===== src/rtl/ifb_pkg.sv =====
// Shared types and helpers for the instruction fetch buffer.
// Latency: none (types only). Backpressure: n/a.
package ifb_pkg;

    typedef enum logic [2:0] {
        IDLE   = 3'd0,
        ISSUE  = 3'd1,
        SETTLE = 3'd2,
        WAIT   = 3'd3,
        FILL   = 3'd4
    } ifb_state_e;

    localparam int WORD_W = 32;

    // Tag covers the word address bits above the index.
    function automatic int tag_w(input int idx_w);
        return WORD_W - 2 - idx_w;
    endfunction

endpackage


===== src/rtl/ifb_tag_store.sv =====
// Direct-mapped valid/tag/data arrays: combinational read, one write port, bulk flush.
// Latency: read 0 cycles, write visible next cycle. Backpressure: none; flush beats a same-cycle valid write.
module ifb_tag_store
    import ifb_pkg::*;
#(
    parameter int ENTRIES = 8,
    parameter int IDX_W   = $clog2(ENTRIES),
    parameter int TAG_W   = tag_w(IDX_W)
) (
    input  logic              clk,
    input  logic              reset,
    input  logic              flush,
    input  logic [IDX_W-1:0]  rd_idx,
    output logic              rd_valid,
    output logic [TAG_W-1:0]  rd_tag,
    output logic [WORD_W-1:0] rd_data,
    input  logic              wr_en,
    input  logic [IDX_W-1:0]  wr_idx,
    input  logic [TAG_W-1:0]  wr_tag,
    input  logic [WORD_W-1:0] wr_data
);

    logic [ENTRIES-1:0] valid_q;
    logic [TAG_W-1:0]   tag_q  [ENTRIES];
    logic [WORD_W-1:0]  data_q [ENTRIES];

    always_ff @(posedge clk) begin
        if (reset) begin
            valid_q <= '0;
        end else if (flush) begin
            valid_q <= '0;
        end else if (wr_en) begin
            valid_q[wr_idx] <= 1'b1;
        end
    end

    // Payload needs no reset: nothing reads it while its valid bit is clear.
    always_ff @(posedge clk) begin
        if (wr_en) begin
            tag_q[wr_idx]  <= wr_tag;
            data_q[wr_idx] <= wr_data;
        end
    end

    assign rd_valid = valid_q[rd_idx];
    assign rd_tag   = tag_q[rd_idx];
    assign rd_data  = data_q[rd_idx];

endmodule


===== src/rtl/inst_fetch_buffer.sv =====
// Direct-mapped instruction buffer between CPU fetch and memory controller; IFB_PERF_COUNTERS_EN adds hit/miss counters.
// Latency: hit 0 cycles; miss 3 + controller wait cycles + 1. Backpressure: cpu_stall held high until the entry is filled.
module inst_fetch_buffer
    import ifb_pkg::*;
#(
    parameter int ENTRIES = 8
) (
    input  logic              clk,
    input  logic              reset,
    input  logic [WORD_W-1:0] cpu_pc,
    output logic [WORD_W-1:0] cpu_inst,
    output logic              cpu_stall,
    input  logic              flush,
    output logic [WORD_W-1:0] mem_addr,
    input  logic [WORD_W-1:0] mem_inst,
    input  logic              mem_stall
`ifdef IFB_PERF_COUNTERS_EN
    ,
    output logic [15:0]       perf_hits,
    output logic [15:0]       perf_misses
`endif
);

    localparam int IDX_W = $clog2(ENTRIES);
    localparam int TAG_W = tag_w(IDX_W);

    ifb_state_e        state_q;
    logic              last_valid;
    logic [WORD_W-1:0] last_addr;
    logic [WORD_W-1:0] last_data;

    logic [WORD_W-1:0] pc_word;
    logic              rd_valid;
    logic [TAG_W-1:0]  rd_tag;
    logic [WORD_W-1:0] rd_data;
    logic              hit;

    assign pc_word = cpu_pc & 32'hFFFF_FFFC;

    ifb_tag_store #(
        .ENTRIES (ENTRIES),
        .IDX_W   (IDX_W),
        .TAG_W   (TAG_W)
    ) u_tag_store (
        .clk      (clk),
        .reset    (reset),
        .flush    (flush),
        .rd_idx   (cpu_pc[2 +: IDX_W]),
        .rd_valid (rd_valid),
        .rd_tag   (rd_tag),
        .rd_data  (rd_data),
        .wr_en    (state_q == FILL),
        .wr_idx   (mem_addr[2 +: IDX_W]),
        .wr_tag   (mem_addr[WORD_W-1 -: TAG_W]),
        .wr_data  (last_data)
    );

    assign hit       = rd_valid && (rd_tag == cpu_pc[WORD_W-1 -: TAG_W]) && (state_q == IDLE);
    assign cpu_inst  = hit ? rd_data : last_data;
    assign cpu_stall = !hit;

    // The controller only reacts to address changes, so a repeat of the
    // last word is served from last_data and the reset-latched address 0
    // is waited on directly.
    always_ff @(posedge clk) begin
        if (reset) begin
            state_q    <= IDLE;
            mem_addr   <= '0;
            last_valid <= 1'b0;
            last_addr  <= '0;
            last_data  <= '0;
        end else begin
            case (state_q)
                IDLE: begin
                    if (!hit) begin
                        if (last_valid && (pc_word == last_addr)) begin
                            state_q <= FILL;
                        end else if (!last_valid && (pc_word == mem_addr)) begin
                            state_q <= WAIT;
                        end else begin
                            mem_addr <= pc_word;
                            state_q  <= ISSUE;
                        end
                    end
                end
                ISSUE:  state_q <= SETTLE;
                SETTLE: state_q <= WAIT;
                WAIT: begin
                    if (!mem_stall) begin
                        last_data  <= mem_inst;
                        last_addr  <= mem_addr;
                        last_valid <= 1'b1;
                        state_q    <= FILL;
                    end
                end
                FILL:    state_q <= IDLE;
                default: state_q <= IDLE;
            endcase
        end
    end

`ifdef IFB_PERF_COUNTERS_EN
    // Every IDLE miss leaves IDLE, so !hit in IDLE marks a miss transition.
    always_ff @(posedge clk) begin
        if (reset) begin
            perf_hits   <= '0;
            perf_misses <= '0;
        end else if (state_q == IDLE) begin
            if (hit && (perf_hits != 16'hFFFF)) begin
                perf_hits <= perf_hits + 16'd1;
            end
            if (!hit && (perf_misses != 16'hFFFF)) begin
                perf_misses <= perf_misses + 16'd1;
            end
        end
    end
`endif

endmodule


===== config.mk =====
export PLATFORM = sky130hd
export DESIGN_NAME = inst_fetch_buffer
export DESIGN_NICKNAME = d
export VERILOG_FILES = /design/src/rtl/ifb_pkg.sv /design/src/rtl/ifb_tag_store.sv /design/src/rtl/inst_fetch_buffer.sv
export SDC_FILE = /design/constraint.sdc
export NUM_CORES = 1
export LEC_CHECK = 0
export BUFFER_PORTS_ARGS = -buffer_cell sky130_fd_sc_hd__buf_2
export CAP_MARGIN = 20
export CORE_AREA = 2 2 209 211
export DETAILED_ROUTE_END_ITERATION = 10
export DIE_AREA = 0 0 211 213
export GPL_TIMING_DRIVEN = 0
export HOLD_SLACK_MARGIN = 0.08
export PLACE_DENSITY_LB_ADDON = 0.08
export REMOVE_ABC_BUFFERS = 1
export SYNTH_ARGS = -nofsm -noshare
export SYNTH_HDL_FRONTEND = slang
export SYNTH_SLANG_ARGS = --single-unit

===== constraint.sdc =====
create_clock -name clk -period 11.7 [get_ports clk]
set_clock_uncertainty 0.05 [all_clocks]
set_input_delay 0.585 -clock clk [delete_from_list [all_inputs] [get_ports clk]]
set_output_delay 0.585 -clock clk [all_outputs]
set_load 0.005 [all_outputs]

==> metrics.log <==
[metrics] outcome: complete, no violations
[metrics] Most used DFF post-synth: edfxtp_1
[metrics] initial antenna violation count: 2
[metrics] worst min-delay path endpoint: last_data[6]
[metrics] accumulated negative setup slack: 0 ns
[metrics] # H-tree levels: 2
[metrics] largest net degree at the start of global routing: 82
[metrics] hold violation total from the final report: 0
[metrics] Syn Area/Cell: 16.77 µm²
[metrics] multi-input gate area in the final layout: 6674 µm²
[metrics] post-route clock period utilization: 0.5343
[metrics] Post-DP HPWL: 31.65 mm
[metrics] post-CTS sizing: 0
[metrics] via count of the first global-routing pass: 12,388
[metrics] number of buffers inserted for hold repair after clock tree synthesis: 0
[metrics] Final setup violation count: 0
[metrics] critical path capture point type: output pin
[metrics] number of vias per cell: 5.787
[metrics] number of post-CTS setup repair buffers: 0
[metrics] clock tree from TritonCTS: yes
[metrics] IO Pins: 133
[metrics] worst voltage drop across the vdd grid: 0.1229 mV
[metrics] total of buffers placed on input and output ports: 128
[metrics] maximum fanout along the worst path: 51
[metrics] global-route wire length before repair: 77.48 mm
[metrics] required time of the critical path: 11.07 ns
[metrics] Seq/Total Area, Yosys: 0.6994
[metrics] area occupied by registers: 16,260 µm²
[metrics] critical hold path startpoint: mem_inst[6]
[metrics] number of warnings reported in the yosys synthesis log: 0
[metrics] weighted congestion reported at the end of routability-driven placement: 0.8170
[metrics] root buffer cell: clkbuf_16
[metrics] CTS Buffer Depth: 3
[metrics] reg2reg setup slack: 8.33 ns
[metrics] placement-stage cell area: 25,110 µm²
[metrics] initial cell density of the core: 0.5444
[metrics] number of max-slew violations in the final report: 0
[metrics] remaining antenna violation count after routing: 0
[metrics] post-synthesis instance total: 1,386
[metrics] WL/cell: 24.14 µm
[metrics] endpoint of the most critical register-to-register path: mem_addr[28]
[metrics] async set-or-reset flop fraction in the synthesized netlist: 0
[metrics] Cell Count, Final, Fillers Out: 2,141
[metrics] drt first-iter violations: 856
[metrics] number of inserted filler cells in the final layout: 3,068
[metrics] number of flops mapped to enable cells by yosys: 472
[metrics] routed metal-1 wire length: 22.68 mm
[metrics] TritonCTS buffer count: 58
[metrics] Setup WS pre-CTS: 5.445 ns
[metrics] remaining design rule violation count: 0
[metrics] depth of the most critical reg-to-reg path: 8
[metrics] P per Cell Area: 162.0 nW/µm²
[metrics] top library cells by usage in the layout, fill and taps aside: edfxtp_1, nand2_1, buf_2
[metrics] met3 WL: 2.955 mm
[metrics] vertical die dimension: 213 µm
[metrics] total leakage power: 9.702 nW
[metrics] type of origin of the critical path: primary input
[metrics] most common cell after layout, fill and taps aside: edfxtp_1
[metrics] slew of the pin with the lowest slew margin: 1.096 ns
[metrics] Critical R2R Launch: u_tag_store.tag_q[7][17]
[metrics] met2 wire length: 24.86 mm
[metrics] clock transition at the register clock pins on the worst setup and hold paths after CTS: 0.06 ns
[metrics] fin worst setup slack: 5.448 ns
[metrics] dpl cells: 2,029
[metrics] Design Area, Final: 27,100 µm²
[metrics] overall fraction of global-route tracks in use: 0.2354
[metrics] vias post-DR: 12,389
[metrics] synthesized flop and latch total: 576
[metrics] remaining max-slew budget at the tightest pin: 0.2678
[metrics] clock period minus final worst setup slack: 6.252 ns
[metrics] total standard cell area after synthesis: 23,240 µm²
[metrics] path type of the worst min-delay path: primary input to register
[metrics] placement row count: 76
[metrics] fraction of layout instances using a drive strength above 1: 0.2787
[metrics] RSZ-0062 raised after global routing: false
[metrics] Worst Path Class, Setup: primary input to output pin
[metrics] Sinks on Clock Net: 576
[metrics] max-cap check violation count: 0
[metrics] latest clock arrival within the worst-skew pair: 0.61 ns
[metrics] Chip Width: 211 µm
[metrics] distinct cell type count of the synthesized netlist: 46
[metrics] total core area: 42,700 µm²
[metrics] detailed-route wire length: 51.69 mm
[metrics] DIE AREA: 44,940 µm²
[metrics] synthesis-to-finish area growth: 16.61%
[metrics] number of nets in the layout: 1,611
[metrics] grt ovf: 0
[metrics] fmax: 0.1600 GHz
[metrics] uppermost layer routed: met5
[metrics] worst path arrival time: 5.62 ns
[metrics] Worst Hold Depth: 3
[metrics] Pre-antenna DRT Iters: 5
worst max-delay path: stages:
cell and delay [ns]:
buf_4 0.45, buf_16 0.36, nor2b_1 0.91, a22oi_1 0.23, nand2_1 0.15, xor2_1 0.29, or3b_1 0.42, or4_4 0.56
nor4_4 0.30, buf_6 0.23, buf_8 0.18, buf_8 0.17, buf_6 0.20, mux2_1 0.37, buf_2 0.14
worst max-delay path by stage:
| stage | from | end | slack, ns | cells past startpoint |
|---|---|---|---|---|
| 3_3_place_gp | state_q[0] | u_tag_store.data_q[0][30] | 0.84 | 4 |
| 3_5_place_dp | cpu_pc[2] | cpu_inst[25] | 5.44 | 15 |
| 2_1_floorplan | state_q[0] | u_tag_store.data_q[0][0] | 6.11 | 4 |
| 4_1_cts | cpu_pc[2] | cpu_inst[25] | 5.46 | 15 |
| 5_1_grt | cpu_pc[2] | cpu_inst[17] | 5.27 | 15 |
| 6_report | cpu_pc[4] | cpu_inst[25] | 5.45 | 15 |
cell usage after synthesis (all sizes together) (2+ instances only):
library cell / count / area (µm²)
mux2: 66 / 743.2
xor2: 42 / 367.9
o21a: 8 / 60.06
inv: 3 / 11.26
or4: 3 / 26.27
xnor2: 47 / 411.6
nand2b: 64 / 400.4
dfxtp: 104 / 2082
nand3: 5 / 25.02
nand4: 15 / 93.84
nand2: 143 / 536.8
nor2: 14 / 52.55
nor4b: 4 / 35.03
a221oi: 2 / 17.52
or3: 4 / 25.02
mux4: 96 / 2162
nand3b: 3 / 22.52
buf: 38 / 224.0
nand4b: 2 / 17.52
a22oi: 16 / 120.1
a21oi: 70 / 350.3
nor4: 13 / 96.34
nor3: 5 / 25.02
edfxtp: 472 / 14170
mux2i: 88 / 880.8
clkbuf: 42 / 157.7
nor2b: 5 / 31.28
cell type report:
type                    instances  area share
flip-flops and latches        576      0.5998
multi-input cells             728      0.2462
clock buffers                  93     0.06745
repair buffers                176     0.05480
well taps                     546     0.02521
clock inverters                17    0.005955
inverters                       3   0.0004155
diodes                          2   0.0001847
registers in the layout, indices dropped and copies added, names as in the netlist:
| signal | count |
|---|---|
| mem_addr | 30 |
| last_addr | 30 |
| last_valid | 1 |
| last_data | 32 |
| u_tag_store.tag_q | 216 |
| u_tag_store.valid_q | 8 |
| u_tag_store.data_q | 256 |
| state_q | 3 |
metal layers:
layer	GRT usage	vias to the layer above
met4	0.06192	2
met3	0.04354	85
li1	-	5642
met2	0.3793	331
met5	0	-
met1	0.3345	6329
cell families (layout without fill, tap and decap cells):
family / count (synthesis) / count (layout) / share of synthesized area
other cells: 1 / 4 / 0.0001613
buf+inv: 83 / 289 / 0.01690
mux: 250 / 250 / 0.1629
xor+xnor: 89 / 89 / 0.03354
compound gates: 101 / 101 / 0.02530
simple gates: 286 / 286 / 0.06180
flops: 576 / 576 / 0.6994
where the power goes:
part	switching, mW	internal (mW)	total, mW	leakage, nW
sequential	0.0405	2.23	2.27	5.47
combinational	0.128	0.108	0.236	3.25
clock	0.750	1.13	1.88	0.988
through the flow:
stage               total power, mW  hold WS, ns  utilization
finish                        4.389       0.1559       0.6348
CTS                           4.425       0.1308       0.6347
global route                  4.524       0.1382       0.6347
detailed placement            2.555       0.4021       0.5881
floorplan                     2.428       0.3854            -
global placement              2.556       0.3915       0.5665
(Power assumes the default switching activity.)
